===== src/rtl/vga_pkg.sv =====
// Shared VGA timing defaults (800x600@72Hz from a 50 MHz pixel clock), colour type
// and helpers used by the scan driver and its counters.
package vga_pkg;

  localparam int CNT_W     = 11;
  localparam int CNT_LIMIT = 2048;

  localparam int H_ACTIVE_DEF = 800;
  localparam int H_FP_DEF     = 56;
  localparam int H_SYNC_DEF   = 120;
  localparam int H_BP_DEF     = 64;
  localparam int V_ACTIVE_DEF = 600;
  localparam int V_FP_DEF     = 37;
  localparam int V_SYNC_DEF   = 6;
  localparam int V_BP_DEF     = 23;
`ifdef VGA_BLINK_EN
  localparam int BLINK_LOG2_DEF = 5;
`endif

  typedef logic [8:0] rgb9_t;

  function automatic int line_total(int active, int fp, int sync, int bp);
    return active + fp + sync + bp;
  endfunction

  function automatic logic [2:0] rgb_r(rgb9_t c);
    return c[8:6];
  endfunction

  function automatic logic [2:0] rgb_g(rgb9_t c);
    return c[5:3];
  endfunction

  function automatic logic [2:0] rgb_b(rgb9_t c);
    return c[2:0];
  endfunction

endpackage


===== src/rtl/vga_scan_driver_if.sv =====
// Scan-driver bundle: renderer side (x, y, hit, colours) plus the DAC outputs.
interface vga_scan_driver_if;
  logic              hit;
  vga_pkg::rgb9_t    fg_color;
  vga_pkg::rgb9_t    bg_color;
  logic [10:0]       x;
  logic [10:0]       y;
  logic              active;
  logic              frame_start;
  logic [2:0]        vga_r;
  logic [2:0]        vga_g;
  logic [2:0]        vga_b;
  logic              hsync;
  logic              vsync;

  modport master (
    input  hit, fg_color, bg_color,
    output x, y, active, frame_start, vga_r, vga_g, vga_b, hsync, vsync
  );

  modport slave (
    output hit, fg_color, bg_color,
    input  x, y, active, frame_start, vga_r, vga_g, vga_b, hsync, vsync
  );
endinterface


===== src/rtl/vga_wrap_counter.sv =====
// Enabled counter that wraps to zero after MAX; wrap pulses while en is high on the terminal count.
module vga_wrap_counter
#(
  parameter int WIDTH = 11,
  parameter int MAX   = 1039
) (
  input  logic             clk,
  input  logic             rst,
  input  logic             en,
  output logic [WIDTH-1:0] count,
  output logic             wrap
);

  localparam logic [WIDTH-1:0] MAX_C = WIDTH'(MAX);

  logic [WIDTH-1:0] count_q, count_d;

  always_comb begin
    count_d = count_q;
    if (en) begin
      count_d = (count_q == MAX_C) ? '0 : count_q + WIDTH'(1);
    end
  end

  always_ff @(posedge clk or negedge rst) begin
    if (!rst) begin
      count_q <= '0;
    end else begin
      count_q <= count_d;
    end
  end

  assign count = count_q;
  assign wrap  = en && (count_q == MAX_C);

endmodule


===== src/rtl/vga_scan_driver.sv =====
// VGA scan generator with registered RGB/sync outputs and per-frame colour latching.
// Optional foreground blink is built when VGA_BLINK_EN is defined.
module vga_scan_driver
  import vga_pkg::*;
#(
  parameter int H_ACTIVE = H_ACTIVE_DEF,
  parameter int H_FP     = H_FP_DEF,
  parameter int H_SYNC   = H_SYNC_DEF,
  parameter int H_BP     = H_BP_DEF,
  parameter int V_ACTIVE = V_ACTIVE_DEF,
  parameter int V_FP     = V_FP_DEF,
  parameter int V_SYNC   = V_SYNC_DEF,
  parameter int V_BP     = V_BP_DEF,
  parameter bit SYNC_POL = 1'b1
`ifdef VGA_BLINK_EN
  , parameter int BLINK_LOG2 = BLINK_LOG2_DEF
`endif
) (
  input  logic               clk,
  input  logic               rst,
  vga_scan_driver_if.master  bus
);

  localparam int H_TOTAL = line_total(H_ACTIVE, H_FP, H_SYNC, H_BP);
  localparam int V_TOTAL = line_total(V_ACTIVE, V_FP, V_SYNC, V_BP);

  if (H_TOTAL > CNT_LIMIT || V_TOTAL > CNT_LIMIT) begin : g_size_check
    $error("vga_scan_driver: H_TOTAL/V_TOTAL do not fit the 11-bit scan counters");
  end

  localparam logic [CNT_W-1:0] H_ACT_C  = CNT_W'(H_ACTIVE);
  localparam logic [CNT_W-1:0] V_ACT_C  = CNT_W'(V_ACTIVE);
  localparam logic [CNT_W-1:0] HS_FIRST = CNT_W'(H_ACTIVE + H_FP);
  localparam logic [CNT_W-1:0] HS_LAST  = CNT_W'(H_ACTIVE + H_FP + H_SYNC - 1);
  localparam logic [CNT_W-1:0] VS_FIRST = CNT_W'(V_ACTIVE + V_FP);
  localparam logic [CNT_W-1:0] VS_LAST  = CNT_W'(V_ACTIVE + V_FP + V_SYNC - 1);

  logic [CNT_W-1:0] x_cnt, y_cnt;
  logic             x_wrap, y_wrap;
  logic             active, frame_start;
  rgb9_t            fg_q, fg_d, bg_q, bg_d, rgb_q, rgb_d, fg_sel;
  logic             hsync_q, hsync_d, vsync_q, vsync_d;

  vga_wrap_counter #(.WIDTH(CNT_W), .MAX(H_TOTAL - 1)) u_x_cnt (
    .clk   (clk),
    .rst   (rst),
    .en    (1'b1),
    .count (x_cnt),
    .wrap  (x_wrap)
  );

  vga_wrap_counter #(.WIDTH(CNT_W), .MAX(V_TOTAL - 1)) u_y_cnt (
    .clk   (clk),
    .rst   (rst),
    .en    (x_wrap),
    .count (y_cnt),
    .wrap  (y_wrap)
  );

`ifdef VGA_BLINK_EN
  localparam int BLINK_W = BLINK_LOG2 + 1;
  logic [BLINK_W-1:0] blink_q, blink_d;

  // Counts completed frames, so the first frame after reset is always phase 0.
  always_comb begin
    blink_d = blink_q;
    if (x_wrap && y_wrap) begin
      blink_d = blink_q + BLINK_W'(1);
    end
  end

  always_ff @(posedge clk or negedge rst) begin
    if (!rst) begin
      blink_q <= '0;
    end else begin
      blink_q <= blink_d;
    end
  end
`else
  logic unused_y_wrap;
  assign unused_y_wrap = y_wrap;
`endif

  // The frame_start pixel already uses the newly latched colours, so a frame is never split.
  always_comb begin
    active      = (x_cnt < H_ACT_C) && (y_cnt < V_ACT_C);
    frame_start = (x_cnt == '0) && (y_cnt == '0);
    fg_d        = frame_start ? bus.fg_color : fg_q;
    bg_d        = frame_start ? bus.bg_color : bg_q;
`ifdef VGA_BLINK_EN
    fg_sel      = blink_q[BLINK_W-1] ? bg_d : fg_d;
`else
    fg_sel      = fg_d;
`endif
    rgb_d       = active ? (bus.hit ? fg_sel : bg_d) : '0;
    hsync_d     = ((x_cnt >= HS_FIRST) && (x_cnt <= HS_LAST)) ? SYNC_POL : ~SYNC_POL;
    vsync_d     = ((y_cnt >= VS_FIRST) && (y_cnt <= VS_LAST)) ? SYNC_POL : ~SYNC_POL;
  end

  always_ff @(posedge clk or negedge rst) begin
    if (!rst) begin
      fg_q    <= '0;
      bg_q    <= '0;
      rgb_q   <= '0;
      hsync_q <= ~SYNC_POL;
      vsync_q <= ~SYNC_POL;
    end else begin
      fg_q    <= fg_d;
      bg_q    <= bg_d;
      rgb_q   <= rgb_d;
      hsync_q <= hsync_d;
      vsync_q <= vsync_d;
    end
  end

  assign bus.x           = x_cnt;
  assign bus.y           = y_cnt;
  assign bus.active      = active;
  assign bus.frame_start = frame_start;
  assign bus.vga_r       = rgb_r(rgb_q);
  assign bus.vga_g       = rgb_g(rgb_q);
  assign bus.vga_b       = rgb_b(rgb_q);
  assign bus.hsync       = hsync_q;
  assign bus.vsync       = vsync_q;

endmodule


===== src/flat_wrapper.sv =====
// flat-port wrapper written by rule: the top's interface ports become plain ports
module vga_scan_driver_flat import vga_pkg::*;
#(
  parameter int H_ACTIVE = H_ACTIVE_DEF,
  parameter int H_FP     = H_FP_DEF,
  parameter int H_SYNC   = H_SYNC_DEF,
  parameter int H_BP     = H_BP_DEF,
  parameter int V_ACTIVE = V_ACTIVE_DEF,
  parameter int V_FP     = V_FP_DEF,
  parameter int V_SYNC   = V_SYNC_DEF,
  parameter int V_BP     = V_BP_DEF,
  parameter bit SYNC_POL = 1'b1

)
  (clk, rst, bus_hit, bus_fg_color, bus_bg_color, bus_x, bus_y, bus_active, bus_frame_start, bus_vga_r, bus_vga_g, bus_vga_b, bus_hsync, bus_vsync);
  vga_scan_driver_if bus_i ();
  input  logic clk;
  input  logic rst;
  input wire logic [$bits(bus_i.hit)-1:0] bus_hit;
  input wire logic [$bits(bus_i.fg_color)-1:0] bus_fg_color;
  input wire logic [$bits(bus_i.bg_color)-1:0] bus_bg_color;
  output wire logic [$bits(bus_i.x)-1:0] bus_x;
  output wire logic [$bits(bus_i.y)-1:0] bus_y;
  output wire logic [$bits(bus_i.active)-1:0] bus_active;
  output wire logic [$bits(bus_i.frame_start)-1:0] bus_frame_start;
  output wire logic [$bits(bus_i.vga_r)-1:0] bus_vga_r;
  output wire logic [$bits(bus_i.vga_g)-1:0] bus_vga_g;
  output wire logic [$bits(bus_i.vga_b)-1:0] bus_vga_b;
  output wire logic [$bits(bus_i.hsync)-1:0] bus_hsync;
  output wire logic [$bits(bus_i.vsync)-1:0] bus_vsync;
  assign bus_i.hit = bus_hit;
  assign bus_i.fg_color = bus_fg_color;
  assign bus_i.bg_color = bus_bg_color;
  assign bus_x = bus_i.x;
  assign bus_y = bus_i.y;
  assign bus_active = bus_i.active;
  assign bus_frame_start = bus_i.frame_start;
  assign bus_vga_r = bus_i.vga_r;
  assign bus_vga_g = bus_i.vga_g;
  assign bus_vga_b = bus_i.vga_b;
  assign bus_hsync = bus_i.hsync;
  assign bus_vsync = bus_i.vsync;
  vga_scan_driver #(.H_ACTIVE(H_ACTIVE), .H_FP(H_FP), .H_SYNC(H_SYNC), .H_BP(H_BP), .V_ACTIVE(V_ACTIVE), .V_FP(V_FP), .V_SYNC(V_SYNC), .V_BP(V_BP), .SYNC_POL(SYNC_POL)) u_core (.clk(clk), .rst(rst), .bus(bus_i));
endmodule

===== config.mk =====
export PLATFORM = sky130hd
export DESIGN_NAME = vga_scan_driver_flat
export DESIGN_NICKNAME = d
export VERILOG_FILES = /design/src/rtl/vga_pkg.sv /design/src/rtl/vga_scan_driver_if.sv /design/src/rtl/vga_wrap_counter.sv /design/src/rtl/vga_scan_driver.sv /design/src/flat_wrapper.sv
export SDC_FILE = /design/constraint.sdc
export NUM_CORES = 1
export LEC_CHECK = 0
export CAP_MARGIN = 20
export CORE_AREA = 2 2 81 83
export DETAILED_ROUTE_END_ITERATION = 6
export DIE_AREA = 0 0 83 85
export MAX_ROUTING_LAYER = met4
export PLACE_DENSITY = 0.81
export SLEW_MARGIN = 20
export SYNTH_ARGS = -nofsm -noshare
export SYNTH_HDL_FRONTEND = slang
export SYNTH_HIERARCHICAL = 1
export SYNTH_SLANG_ARGS = --single-unit
export TNS_END_PERCENT = 50

===== constraint.sdc =====
create_clock -name clk -period 2.5 [get_ports clk]
set_clock_uncertainty 0.1 [all_clocks]
set_input_delay 0.75 -clock clk [delete_from_list [all_inputs] [get_ports clk]]
set_output_delay 0.75 -clock clk [all_outputs]
set_load 0.005 [all_outputs]

==> results.json <==
{
  "critical_path.max_stage_delay_ns": 0.43,
  "drive_above_1_share_pct": 23.30,
  "htree_num_levels": 2,
  "antenna_diode_count": 0,
  "number_of_library_cell_types_mapped_by_synthesis": 46,
  "cp-end-kind": "output port",
  "class_of_the_tightest_hold_or_removal_check": "input pin to asynchronous set/reset pin",
  "cts_root_buf": "sky130_fd_sc_hd__clkbuf_8",
  "power_density_nw_per_um2": 512.9,
  "tritoncts": "yes",
  "mean_area_per_synthesized_cell_um2": 10.79,
  "critical_path.max_fanout": 2,
  "ios": 56,
  "grt_first_pass_wirelength_mm": 11.87,
  "finish.instance_area_um2": 3827,
  "wl_mm": 7.166,
  "first_global_vias": 2411,
  "worstPathCellList": "nor4_4 -> nand4_4 -> nor2_8 -> clkbuf_2",
  "port-buffer-count": 55,
  "critical_path.reg2reg.startpoint": "u_core/u_x_cnt/count[5]",
  "synthesis.instances": 260,
  "finalHoldViolCount": 0,
  "reg2reg_to": "u_core/u_y_cnt/count[10]",
  "critPathTopFamily": "simple AND/OR/NAND/NOR gates",
  "numClockSinks": 51,
  "vias_per_cell": 5.515,
  "wl_per_cell_um": 16.70,
  "row_count": 29,
  "timing_worst_slew_pin_value_ns": 0.5102,
  "worst_r2r_path_depth": 6,
  "dp_hpwl_mm": 5.039,
  "synthToLayoutAreaGrowth_pct": 36.44,
  "grt_antenna_before_repair": 0,
  "synth_seq_cells": 51,
  "fp.coreArea_um2": 6205,
  "synth_flop_cell": "sky130_fd_sc_hd__dfrtp_1",
  "critPathSlowestCell": "sky130_fd_sc_hd__dfrtp_1",
  "status": "completed",
  "leakage_nw": 1.751,
  "die_h_um": 85,
  "total_count_of_max_transition_violations_in_the_final_report": 0,
  "finalCriticalPeriod_ns": 2.416,
  "cts.reportedPaths.clkPinSlew_ns": 0.09,
  "route.antenna.remaining_nets": 0,
  "multiInputGateArea_um2": 1458,
  "postPlaceCellArea_um2": 3655,
  "remaining_design_rule_violation_count": 0,
  "layout.filler_cells": 506,
  "share_of_the_clock_period_used_by_the_worst_path_pct": 96.66,
  "clk_latency_ns": 0.31,
  "drtIter0Drc": 93,
  "fmaxAchievable_ghz": 0.4138,
  "mappedNetlistArea_um2": 2805,
  "timing.setup.tns_ns": 0,
  "fin_hold_ws_ns": 0.3038,
  "die_width_um": 83,
  "cts_stage_hold_buffer_count": 0,
  "die_area_um2": 7055,
  "globalplace.congestion": 0.8559,
  "grt_usage_pct": 21.32,
  "mostFrequentLayoutCell": "sky130_fd_sc_hd__clkdlybuf4s50_1",
  "starting_utilization_of_the_core_area_pct": 45.21,
  "synth_nets": 284,
  "rsz0062_at_grt": "false",
  "grt_remaining_overflow": 0,
  "start_kind": "flip-flop",
  "timing.reg2reg.setup_slack_ns": 0.13,
  "vdd_ir_drop_max_v": 0.0004401,
  "timing.setup.critical_path_class": "flip-flop to output port",
  "finalSetupViolations": 0,
  "timing.max_slew.rel_slack_pct": 65.99,
  "critical_path_arrival_ns": 1.57,
  "post-route-util_pct": 61.69,
  "cp.buffers_inverters": 1,
  "layout_common_cells": "sky130_fd_sc_hd__clkdlybuf4s50_1, sky130_fd_sc_hd__dfrtp_1, sky130_fd_sc_hd__buf_4",
  "synth-seq-area-share_pct": 45.50,
  "worst-endpoint-required_ns": 1.65,
  "clock_path_buffers": 2,
  "asyncSetResetFlopFracSynth_pct": 100.0,
  "layout.area.seq_um2": 1276,
  "detail_route.first_pass.iterations": 4,
  "post_synth_edffs": 0,
  "cts_made_buffers": 5,
  "yosys_warnings": 6,
  "final_layout_net_count": 375,
  "routed-via-count": 2366,
  "grt_max_degree": 37,
  "max_cap_violations": 0,
  "fin_total_pwr_mw": 1.963
}
sequential cells by signal, indices dropped and copies added, names as in the netlist:
name / count
u_core/u_y_cnt/count: 11
u_core/bus.vsync: 1
u_core/u_x_cnt/count: 11
u_core/fg_q: 9
u_core/bg_q: 9
u_core/bus.hsync: 1
u_core/rgb_q: 9
worst reg2reg max path, delay by kind of cell (launching register included):
family        cells  cell delay (ns)
xor+xnor          1             0.17
buf+inv           1             0.24
simple gates      4             1.37
flops             1             0.44
metrics by stage:
step	instances	setup WS, ns
2_1_floorplan	260	0.1294
3_3_place_gp	415	0.07136
3_5_place_dp	415	0.03859
4_1_cts	426	0.01132
5_1_grt	429	0.002949
6_report	429	0.08355
cell type report:
cell class / instances / area share (%)
clock inverters: 2 / 1.013
clock buffers: 6 / 2.158
flip-flops and latches: 51 / 33.34
inverters: 7 / 0.6865
well taps: 77 / 2.517
repair buffers: 93 / 22.20
multi-input cells: 193 / 38.08
cell usage after synthesis, drive strengths merged (3+ instances only):
library cell,count,share of area (%)
dfrtp,51,45
nand2,32,4.3
nand2b,21,4.7
mux2,18,8.4
a21oi,16,2.9
nor2,11,2.1
a211o,9,2.8
a22o,9,2.8
xor2,9,2.8
nand4,8,3.1
o21ai,8,1.4
inv,7,0.94
nand3,7,1.2
nor3,7,1.8
buf,6,1.7
nor4,5,2.7
and4,3,0.94
clkbuf,3,0.40
ha,3,1.3
xnor2,3,0.94
layer usage:
metal  wire length (um)  global-route usage (%)
met1               3074                   26.69
met2               3635                   36.22
met3                347                   3.502
met4                108                   5.514
met5                  0                       -
power by group:
part	internal, mW	total [mW]	switching, mW	leakage, nW
Clock	0.329	0.608	0.278	0.0618
Sequential	0.864	0.897	0.0334	0.687
Combinational	0.229	0.458	0.229	1.00
Total	1.42	1.96	0.540	1.75
cells by family after synthesis:
family	Yosys count	share of synthesized area, %
AND/OR/NAND/NOR	108	25.25
AO/OA/AOI/OAI	51	12.62
flip-flops	51	45.49
multiplexers	18	8.430
buffers and inverters	16	2.988
XOR/XNOR	12	3.747
adder cells (fa/ha/maj)	3	1.338
other	1	0.1337
how the worst max path moves through the flow:
| stage | start | to | slack, ns | cells past startpoint |
|---|---|---|---|---|
| 3_3_place_gp | u_core/u_y_cnt/count[5] | bus_frame_start | 0.07 | 4 |
| 2_1_floorplan | u_core/u_x_cnt/count[5] | u_core/u_y_cnt/count[9] | 0.13 | 6 |
| 5_1_grt | u_core/u_x_cnt/count[5] | u_core/u_y_cnt/count[10] | 0.003 | 6 |
| 3_5_place_dp | u_core/u_y_cnt/count[5] | bus_frame_start | 0.04 | 4 |
| 4_1_cts | u_core/u_y_cnt/count[2] | bus_frame_start | 0.01 | 4 |
| 6_report | u_core/u_y_cnt/count[2] | bus_frame_start | 0.08 | 4 |
what timing repair did:
action                     CTS  global route
setup endpoints to repair    2             1
resized for setup            4             2
setup buffers                3             3
pin swaps                    6             3
Power figures use the tool's default switching activity.
